## src/rtl/ctrl_sequencer_pkg.sv

```systemverilog
// Shared definitions for the run sequencer and its instruction decoder:
// ALU operation encodings, ISA opcodes, run states and the strobe bundle.
package ctrl_sequencer_pkg;

  typedef enum logic [2:0] {
    ALU_ADD  = 3'd0,
    ALU_SUB  = 3'd1,
    ALU_AND  = 3'd2,
    ALU_XOR  = 3'd3,
    ALU_SHL  = 3'd4,
    ALU_SHR  = 3'd5,
    ALU_PASS = 3'd6,
    ALU_NOP  = 3'd7
  } op_mne_t;

  typedef enum logic [3:0] {
    OPC_ADD  = 4'd0,
    OPC_ADDI = 4'd1,
    OPC_SUB  = 4'd2,
    OPC_AND  = 4'd3,
    OPC_XOR  = 4'd4,
    OPC_SHL  = 4'd5,
    OPC_SHR  = 4'd6,
    OPC_LW   = 4'd7,
    OPC_SW   = 4'd8,
    OPC_BNZ  = 4'd9,
    OPC_BZ   = 4'd10,
    OPC_JMP  = 4'd11,
    OPC_LI   = 4'd12,
    OPC_JR   = 4'd13,
    OPC_CMP  = 4'd14,
    OPC_SYS  = 4'd15
  } opc_t;

  typedef enum logic [1:0] {
    ST_IDLE   = 2'd0,
    ST_INIT   = 2'd1,
    ST_RUN    = 2'd2,
    ST_FINISH = 2'd3
  } seq_state_t;

  // Every datapath control strobe driven by the decoder, in one bundle.
  typedef struct packed {
    logic    branch_rel_nz;
    logic    branch_rel_z;
    logic    branch_abs;
    logic    reg_write_en;
    logic    reg_sel;
    logic    lut_in;
    logic    mem_to_reg;
    logic    alu_src;
    logic    alu_sc_in;
    logic    read_mem;
    logic    write_mem;
    op_mne_t alu_op;
  } ctrl_t;

  // SYS with fcode=1 is HALT; SYS with fcode=0 is NOP.
  function automatic logic is_halt(input logic [3:0] opcode, input logic fcode);
    return (opcode == OPC_SYS) && fcode;
  endfunction

endpackage

```

## src/rtl/ctrl_decode.sv

```systemverilog
// Combinational instruction decoder: opcode/fcode -> control strobe bundle.
// With i_en low every strobe (including alu_op) is forced to zero.
module ctrl_decode
  import ctrl_sequencer_pkg::*;
(
  input  logic       i_en,
  input  logic [3:0] i_opcode,
  input  logic       i_fcode,
  output ctrl_t      o_ctrl,
  output logic       o_halt
);

  // Table lookup; any strobe not named for an opcode stays at zero.
  always_comb begin
    o_ctrl = '0;
    o_halt = 1'b0;
    if (i_en) begin
      case (opc_t'(i_opcode))
        OPC_ADD:  begin o_ctrl.alu_op = ALU_ADD; o_ctrl.reg_write_en = 1'b1; end
        OPC_ADDI: begin
          o_ctrl.alu_op       = ALU_ADD;
          o_ctrl.reg_write_en = 1'b1;
          o_ctrl.alu_src      = 1'b1;
        end
        OPC_SUB:  begin o_ctrl.alu_op = ALU_SUB; o_ctrl.reg_write_en = 1'b1; end
        OPC_AND:  begin o_ctrl.alu_op = ALU_AND; o_ctrl.reg_write_en = 1'b1; end
        OPC_XOR:  begin o_ctrl.alu_op = ALU_XOR; o_ctrl.reg_write_en = 1'b1; end
        OPC_SHL:  begin
          o_ctrl.alu_op       = ALU_SHL;
          o_ctrl.reg_write_en = 1'b1;
          o_ctrl.alu_sc_in    = i_fcode;
        end
        OPC_SHR:  begin
          o_ctrl.alu_op       = ALU_SHR;
          o_ctrl.reg_write_en = 1'b1;
          o_ctrl.alu_sc_in    = i_fcode;
        end
        OPC_LW:   begin
          o_ctrl.read_mem     = 1'b1;
          o_ctrl.mem_to_reg   = 1'b1;
          o_ctrl.reg_write_en = 1'b1;
        end
        OPC_SW:   o_ctrl.write_mem     = 1'b1;
        OPC_BNZ:  o_ctrl.branch_rel_nz = 1'b1;
        OPC_BZ:   o_ctrl.branch_rel_z  = 1'b1;
        OPC_JMP:  o_ctrl.branch_abs    = 1'b1;
        OPC_LI:   begin o_ctrl.reg_sel = 1'b1; o_ctrl.reg_write_en = 1'b1; end
        OPC_JR:   begin o_ctrl.branch_abs = 1'b1; o_ctrl.lut_in = 1'b1; end
        // Compare only updates flags, so no register write.
        OPC_CMP:  o_ctrl.alu_op = ALU_SUB;
        OPC_SYS:  begin
          o_ctrl.alu_op = ALU_NOP;
          o_halt        = is_halt(i_opcode, i_fcode);
        end
        default:  o_ctrl = '0;
      endcase
    end
  end

endmodule

```

## src/rtl/ctrl_sequencer.sv

```systemverilog
// Run-lifecycle controller for the 9-bit-ISA datapath. Holds the datapath in
// START while idle/initialising/finished, lets it run until DONE, HALT or the
// watchdog fires, and reports completion to the host via ack/timeout.
module ctrl_sequencer
  import ctrl_sequencer_pkg::*;
#(
  parameter int INIT_CYCLES = 2,
  parameter int CNT_W       = 16,
  parameter int MAX_CYCLES  = 65535
) (
  input  logic             CLK,
  input  logic             reset_n,
  input  logic             start_req,
  input  logic [3:0]       opcode,
  input  logic             fcode,
  input  logic             DONE,
  output logic             START,
  output logic             CTRL_branch_rel_nz,
  output logic             CTRL_branch_rel_z,
  output logic             CTRL_branch_abs,
  output logic             CTRL_reg_write_en,
  output logic             CTRL_reg_sel,
  output logic             CTRL_lut_in,
  output logic             CTRL_mem_to_reg,
  output logic             CTRL_alu_src,
  output logic             CTRL_alu_sc_in,
  output logic             CTRL_read_mem,
  output logic             CTRL_write_mem,
  output logic [2:0]       CTRL_alu_op,
  output logic             busy,
  output logic             ack,
  output logic             timeout,
  output logic [CNT_W-1:0] cycle_count
);

  localparam int               INIT_W    = (INIT_CYCLES > 1) ? $clog2(INIT_CYCLES) : 1;
  localparam logic [INIT_W-1:0] INIT_LAST = INIT_W'(INIT_CYCLES - 1);
  localparam logic [CNT_W-1:0]  CNT_LAST  = CNT_W'(MAX_CYCLES - 1);
  localparam logic [CNT_W-1:0]  CNT_MAX   = CNT_W'(MAX_CYCLES);

  seq_state_t        r_state;
  logic [INIT_W-1:0] r_init_cnt;
  logic [CNT_W-1:0]  r_cycle_count;
  logic              r_start;
  logic              r_busy;
  logic              r_ack;
  logic              r_timeout;

  ctrl_t             w_ctrl;
  logic              w_halt;
  logic              w_run;
  logic              w_wdog;
  logic [CNT_W-1:0]  w_cnt_next;

  assign w_run  = (r_state == ST_RUN);
  assign w_wdog = (r_cycle_count == CNT_LAST);
  // Saturating increment: the counter never wraps back to zero.
  assign w_cnt_next = (r_cycle_count == CNT_MAX) ? r_cycle_count
                                                 : r_cycle_count + CNT_W'(1);

  ctrl_decode u_decode (
    .i_en     (w_run),
    .i_opcode (opcode),
    .i_fcode  (fcode),
    .o_ctrl   (w_ctrl),
    .o_halt   (w_halt)
  );

  // Run FSM with registered START/busy/ack/timeout and the RUN cycle counter.
  always_ff @(posedge CLK or negedge reset_n) begin
    if (!reset_n) begin
      r_state       <= ST_IDLE;
      r_init_cnt    <= '0;
      r_cycle_count <= '0;
      r_start       <= 1'b1;
      r_busy        <= 1'b0;
      r_ack         <= 1'b0;
      r_timeout     <= 1'b0;
    end else begin
      case (r_state)
        ST_IDLE: begin
          r_start <= 1'b1;
          r_ack   <= 1'b0;
          if (start_req) begin
            r_state       <= ST_INIT;
            r_init_cnt    <= '0;
            r_cycle_count <= '0;
            r_timeout     <= 1'b0;
            r_busy        <= 1'b1;
          end
        end
        ST_INIT: begin
          if (r_init_cnt == INIT_LAST) begin
            r_state <= ST_RUN;
            r_start <= 1'b0;
          end else begin
            r_init_cnt <= r_init_cnt + INIT_W'(1);
          end
        end
        ST_RUN: begin
          r_cycle_count <= w_cnt_next;
          if (DONE || w_halt || w_wdog) begin
            r_state   <= ST_FINISH;
            r_start   <= 1'b1;
            r_busy    <= 1'b0;
            r_ack     <= 1'b1;
            // A normal end in the same cycle as the watchdog is not a timeout.
            r_timeout <= w_wdog && !DONE && !w_halt;
          end
        end
        ST_FINISH: begin
          if (!start_req) begin
            r_state <= ST_IDLE;
            r_ack   <= 1'b0;
          end
        end
        default: begin
          r_state <= ST_IDLE;
          r_start <= 1'b1;
          r_busy  <= 1'b0;
          r_ack   <= 1'b0;
        end
      endcase
    end
  end

  assign START              = r_start;
  assign busy               = r_busy;
  assign ack                = r_ack;
  assign timeout            = r_timeout;
  assign cycle_count        = r_cycle_count;

  assign CTRL_branch_rel_nz = w_ctrl.branch_rel_nz;
  assign CTRL_branch_rel_z  = w_ctrl.branch_rel_z;
  assign CTRL_branch_abs    = w_ctrl.branch_abs;
  assign CTRL_reg_write_en  = w_ctrl.reg_write_en;
  assign CTRL_reg_sel       = w_ctrl.reg_sel;
  assign CTRL_lut_in        = w_ctrl.lut_in;
  assign CTRL_mem_to_reg    = w_ctrl.mem_to_reg;
  assign CTRL_alu_src       = w_ctrl.alu_src;
  assign CTRL_alu_sc_in     = w_ctrl.alu_sc_in;
  assign CTRL_read_mem      = w_ctrl.read_mem;
  assign CTRL_write_mem     = w_ctrl.write_mem;
  assign CTRL_alu_op        = w_ctrl.alu_op;

endmodule

```

## config.mk

```make
export PLATFORM = sky130hd
export DESIGN_NAME = ctrl_sequencer
export DESIGN_NICKNAME = d
export VERILOG_FILES = /design/src/rtl/ctrl_sequencer_pkg.sv /design/src/rtl/ctrl_decode.sv /design/src/rtl/ctrl_sequencer.sv
export SDC_FILE = /design/constraint.sdc
export NUM_CORES = 1
export LEC_CHECK = 0
export BUFFER_PORTS_ARGS = -buffer_cell sky130_fd_sc_hd__buf_2
export CAP_MARGIN = 20
export CORE_MARGIN = 3
export CORE_UTILIZATION = 30
export CTS_CLUSTER_DIAMETER = 40
export DETAILED_ROUTE_END_ITERATION = 6
export SYNTH_ARGS = -nofsm -noshare
export SYNTH_HDL_FRONTEND = slang
export SYNTH_SLANG_ARGS = --single-unit
```

## constraint.sdc

```tcl
create_clock -name CLK -period 2.6 [get_ports CLK]
set_input_delay 0.26 -clock CLK [delete_from_list [all_inputs] [get_ports CLK]]
set_output_delay 0.26 -clock CLK [all_outputs]
set_load 0.02 [all_outputs]
```

==> reports/summary.txt, run 1 <==
status - complete, no violations
Synth top area share - 35.3%
Die W - 78.1 um
Worst R2R End - cycle_count[5]$_DFFE_PN0P_
Reg2Reg Depth - 8
Max Cap Viol - 0
Yosys cell types - 40
slowest CP cell - dfrtp_1
Ports - 43
CTS tree - done
crit path launch type - register
share of cells above drive strength 1 - 25.1%
initial antenna violation count - 0
CP max stage delay - 0.42 ns
endpoints failing setup - 0
Syn Nets - 195
CTS clk-pin slew, worst paths - 0.08 ns
CTS H-tree depth - 1
CTS root buf - clkbuf_8
Syn Area/Cell - 8.65 um2
cts repair resizes - 0
Max Root-Sink Buffers - 2
die area - 6090 um2
power density over the cells - 748 nW/um2
area of the mapped netlist - 1560 um2
commonest non-fill, non-tap cells in the layout - buf_2 (42), dfrtp_1 (22), nor2_1 (21), nand2_1 (15)
# rows - 25
vias in the first global route - 1391
Worst-Skew Late Latency - 0.26 ns
grt met1 use - 18.7%
Hold Fails Final Rpt - 0
hpwl dp - 2800 um
Overflow after GRT - 0
clock sink count - 23
Max Transition Viols Final - 0
cell family with most CP delay - simple AND/OR/NAND/NOR gates
worst hold slack - 0.358 ns
WHS Endpoint - busy$_DFFE_PN0P_
violation count after the first detailed-route iteration - 52
met3 usage - 2.41%
Design Power - 0.00140 W
Final ANT Viol Nets - 0
register-to-register path setup slack - 0.48 ns
Initial Util - 31.9%
most common cell after layout, fill and taps aside - buf_2
crit-path max FO - 13
Antenna diodes - 0
via count - 1400
hold path depth - 3
pin count of the biggest net entering global routing - 24
# DRC - 0
count of state elements after synthesis - 23
Total GRT Usage - 13.2%
Worst VDD drop - 0.288 mV
GPL Wtd Cong - 0.799
Worst Tran Pin Value - 0.536 ns
Vias/cell - 4.90
CP bufs+invs - 2
Seq/Total Area, Yosys - 37.0%
wire per inst - 12.9 um
Worst Skew - 0.00321 ns
critical hold path startpoint - start_req
number of nets in the layout - 235
Detailed Route WL - 3680 um
Die Height - 78.1 um
CTS Buf Count - 3
Min Clock Period, post-route - 2.19 ns
met2 global-route usage - 20.9%
Cells after Synth - 180
r2r startpoint - r_state[0]$_DFFE_PN0P_
RSZ-0062 raised after global routing - false
top post-synthesis cells by area - dfrtp_1 (35%), xnor2_1 (6.2%), nor2_1 (5.1%)
final worst path period share - 84.4%
Crit path required time - 2.34 ns
number of detailed-route iterations in the first pass - 5
LEAKAGE - 0.879 nW
YS warnings - 0
Setup TNS - 0 ns
wire length of the first global-routing pass - 6710 um
critical path class - reg2out
busiest grt layer - met2
number of port buffers - 42
Slew Limit Headroom - 64.3%
Placeable Area - 4880 um2
Yosys top cell by area - dfrtp_1
Worst setup EP type - primary output
Tightest Hold Check Type - in2reg
CP Cell Sequence - inv_1 > ha_1 > nand2b_1 > nor3_1 > o21bai_1 > buf_2
crit path DAT - 1.93 ns
area delta synth->final - 20.3%
Max Clk Rate - 456 MHz
==> metal layers <==
layer	part of all wire [%]	vias up
li1	-	710
met1	48	646
met2	46	42
met3	5.4	2
met4	0.65	0
met5	0	-
==> worst min-delay path, cell delays in order <==
cell     delay [ns]
buf_2          0.13
nand2_1        0.11
o21ai_0        0.08
==> worst max-delay path by stage <==
stage | startpoint | end | slack, ns | cells after the start
finish | r_state[0]$_DFFE_PN0P_ | CTRL_reg_write_en | 0.41 | 6
global route | r_state[0]$_DFFE_PN0P_ | CTRL_reg_write_en | 0.20 | 6
CTS | r_state[0]$_DFFE_PN0P_ | CTRL_reg_write_en | 0.39 | 6
detailed placement | r_state[0]$_DFFE_PN0P_ | cycle_count[15]$_DFFE_PN0P_ | 0.47 | 7
global placement | r_state[0]$_DFFE_PN0P_ | cycle_count[13]$_DFFE_PN0P_ | 0.56 | 7
floorplan | r_state[0]$_DFFE_PN0P_ | CTRL_reg_write_en | 0.44 | 6
==> timing repair <==
action | 4_1_cts | 5_1_grt
buffers inserted | 0 | 0
hold buffers | 1 | 0
endpoints found under the hold margin | 22 | 0
endpoints found under the setup margin | 0 | 0
==> cell type report <==
class,instances,area (um2)
fill,530,3010
multi-input combinational,140,907
sequential,23,577
timing repair buffer,45,235
tap,67,83.8
clock buffer,4,45.0
inverter,7,26.3
==> per-stage QoR <==
step	util, %	cells	area [um2]	setup slack, ns
6_report	38.4	286	1870	0.407
2_1_floorplan	-	180	1560	0.435
3_5_place_dp	37.3	281	1820	0.470
4_1_cts	38.4	286	1870	0.391
3_3_place_gp	37.3	281	1820	0.558
5_1_grt	38.4	286	1870	0.196
==> cells by family (layout without fill, tap and decap cells) <==
| kind of cell | count (synthesis) | after routing | synth area share, % |
|---|---|---|---|
| muxes | 3 | 3 | 2.25 |
| AOI/OAI and AO/OA | 25 | 25 | 10.5 |
| adders and majority gates | 6 | 6 | 4.82 |
| and+or+nand+nor | 90 | 90 | 31.6 |
| DFF | 23 | 23 | 37.0 |
| xor gates and xnor gates | 16 | 16 | 9.00 |
| buffers and inverters | 17 | 56 | 4.74 |
==> state kept, by name, indices dropped and copies added (netlist names) <==
name,count
START,1
timeout,1
busy,1
r_init_cnt,1
r_state,2
cycle_count,16
ack,1
==> cell usage after synthesis, drive strengths merged <==
cell / count
nand4: 7
and4: 3
buf: 7
o22a: 1
nor4: 5
nand4b: 1
clkbuf: 3
a21o: 1
nor2: 21
nor4b: 1
nor3: 13
a22oi: 1
dfrtp: 22
o311ai: 1
mux2: 1
and2: 1
or3: 2
a21oi: 5
mux2i: 2
o21ai: 13
nand2b: 4
or2: 1
o22ai: 1
a41oi: 1
nand3: 7
xnor2: 11
xor2: 5
nor2b: 1
and3: 3
o21bai: 1
dfstp: 1
inv: 7
nor3b: 5
ha: 6
nand2: 15
==> report_power, final <==
| group | total (W) | leakage, nW | switching [W] | internal (W) |
|---|---|---|---|---|
| Clock | 0.000228 | 0.0228 | 0.000118 | 0.000109 |
| Combinational | 0.000638 | 0.552 | 0.000385 | 0.000253 |
| Sequential | 0.000536 | 0.305 | 0.0000974 | 0.000438 |
| Total | 0.00140 | 0.879 | 0.000601 | 0.000800 |
Note: power is estimated with default switching activity, not from simulation.
==> run 2: changes to the inputs <==
clock period = 1.79 ns   (was 2.6 ns; I/O delays follow)
==> run 2 against run 1 <==
  * Global-route usage about the same
  * Final cell count increased by 11%
  * Largest cell class unchanged
  * Critical endpoint is now cycle_count[3]$_DFFE_PN0P_
  * Worst hold slack got worse by 0.042 ns
  * Wire length increased by 12%
  * Clock-buffer cell count decreased by 1
  * Flip-flop and latch count unchanged
  * Sequential share of layout area decreased by 4.7 points
==> reports/summary.txt, run 2 (same netlist as run 1, synthesis figures left out) <==
status - complete, no violations
Final ANT Viol Nets - 0
via count - 1537
most common cell after layout, fill and taps aside - buf_2
commonest non-fill, non-tap cells in the layout - buf_2 (38), buf_4 (35), nor2_1 (21), dfrtp_1 (20), nand2_1 (13)
Worst VDD drop - 0.484 mV
Antenna diodes - 0
Design Power - 0.00237 W
Max Root-Sink Buffers - 2
initial antenna violation count - 0
met3 usage - 2.87%
CP max stage delay - 0.43 ns
Crit path required time - 1.99 ns
Placeable Area - 4880 um2
crit path DAT - 1.95 ns
Die Height - 78.1 um
wire per inst - 13.0 um
Max Clk Rate - 571 MHz
# rows - 25
Setup TNS - 0 ns
Initial Util - 31.9%
LEAKAGE - 1.06 nW
hpwl dp - 3070 um
Finished Cell Area - 2220 um2
Slew Limit Headroom - 65.1%
vias in the first global route - 1367
area delta synth->final - 42.6%
number of detailed-route iterations in the first pass - 4
crit path launch type - register
Area after DPL - 2070 um2
Worst-Skew Late Latency - 0.27 ns
Total GRT Usage - 13.3%
Ports - 43
met2 global-route usage - 20.5%
CTS root buf - clkbuf_8
CTS H-tree depth - 1
CTS Buf Count - 3
CP Cell Sequence - inv_2 > ha_2 > mux2i_2 > nand4b_4 > buf_6 > or3_1 > a21oi_1
Overflow after GRT - 0
Min Clock Period, post-route - 1.75 ns
crit-path max FO - 5
final cell count without fillers - 317
share of cells above drive strength 1 - 42.4%
clock sink count - 23
placed insts - 310
number of nets in the layout - 266
Hold Fails Final Rpt - 0
die area - 6090 um2
pin count of the biggest net entering global routing - 24
critical path class - reg2reg
CTS clk-pin slew, worst paths - 0.09 ns
endpoints failing setup - 0
final worst path period share - 97.8%
Worst Skew - 0.00550 ns
GPL Wtd Cong - 0.830
number of flip-flops in the largest register - 16
slowest CP cell - dfrtp_1
register-to-register path setup slack - 0.04 ns
Detailed Route WL - 4130 um
Die W - 78.1 um
number of port buffers - 42
Vias/cell - 4.85
CTS tree - done
wire length of the first global-routing pass - 6560 um
Worst Tran Pin Value - 0.524 ns
Tightest Hold Check Type - in2reg
violation count after the first detailed-route iteration - 103
grt met1 use - 18.7%
RSZ-0062 raised after global routing - true
# DRC - 0
Max Cap Viol - 0
busiest grt layer - met2
Max Transition Viols Final - 0
power density over the cells - 1070 nW/um2
Worst setup EP type - register
## run 2: timing repair
action,CTS,global route
hold buffers,1,0
hold endpoints to repair,22,0
gates resized for setup,5,17
buffers inserted,1,1
pin swaps,0,2
setup endpoints to repair,24,24
## run 2: per-stage QoR
stage,setup WS (ns),utilization [%],hold WS (ns)
after floorplan,-0.0339,-,-0.117
after global placement,0.0122,42.4,0.201
after detailed placement,-0.0513,42.4,0.194
after CTS,-0.0129,44.2,0.314
after global routing,-0.0554,45.5,0.334
final,0.0398,45.5,0.316
## run 2: path summary, 6_finish.rpt
kind                                             start                          to  cells after the start
worst max-delay path            r_state[1]$_DFFE_PN0P_  cycle_count[3]$_DFFE_PN0P_                      7
worst min-delay path                         start_req             ack$_DFFE_PN0P_                      4
worst max register to register  r_state[1]$_DFFE_PN0P_  cycle_count[3]$_DFFE_PN0P_                      7
worst min register to register     timeout$_DFFE_PN0P_         timeout$_DFFE_PN0P_                      2
max in group asynchronous                      reset_n  cycle_count[4]$_DFFE_PN0P_                      2
min in group asynchronous                      reset_n            busy$_DFFE_PN0P_                      2
## run 2: layout make-up
type,instances,area (um2)
Tap cell,67,83.8
Clock inverter,1,5.00
Multi-Input combinational cell,140,1000
Sequential cell,23,579
Clock buffer,3,41.3
Inverter,7,26.3
Timing Repair Buffer,76,485
Fill cell,506,2660
## run 2: per-layer routing
metal  vias up  wire length (um)
met5         -                 0
met4         0                33
met3         4               279
met2        52              1860
met1       708              1960
li1        773                 -
## run 2: worst max-delay path: cells and delay by family (launching register included)
family | cells | cell delay [ns]
AOI/OAI and AO/OA | 1 | 0.13
and+or+nand+nor | 2 | 0.53
buffers and inverters | 2 | 0.23
muxes | 1 | 0.17
DFF | 1 | 0.43
adders and majority gates | 1 | 0.19
## run 2: power by group
group | switching (W) | leakage (nW) | internal, W
Combinational | 0.000717 | 0.732 | 0.000588
Sequential | 0.0000916 | 0.301 | 0.000638
Clock | 0.000182 | 0.0255 | 0.000156
Total | 0.000991 | 1.06 | 0.00138
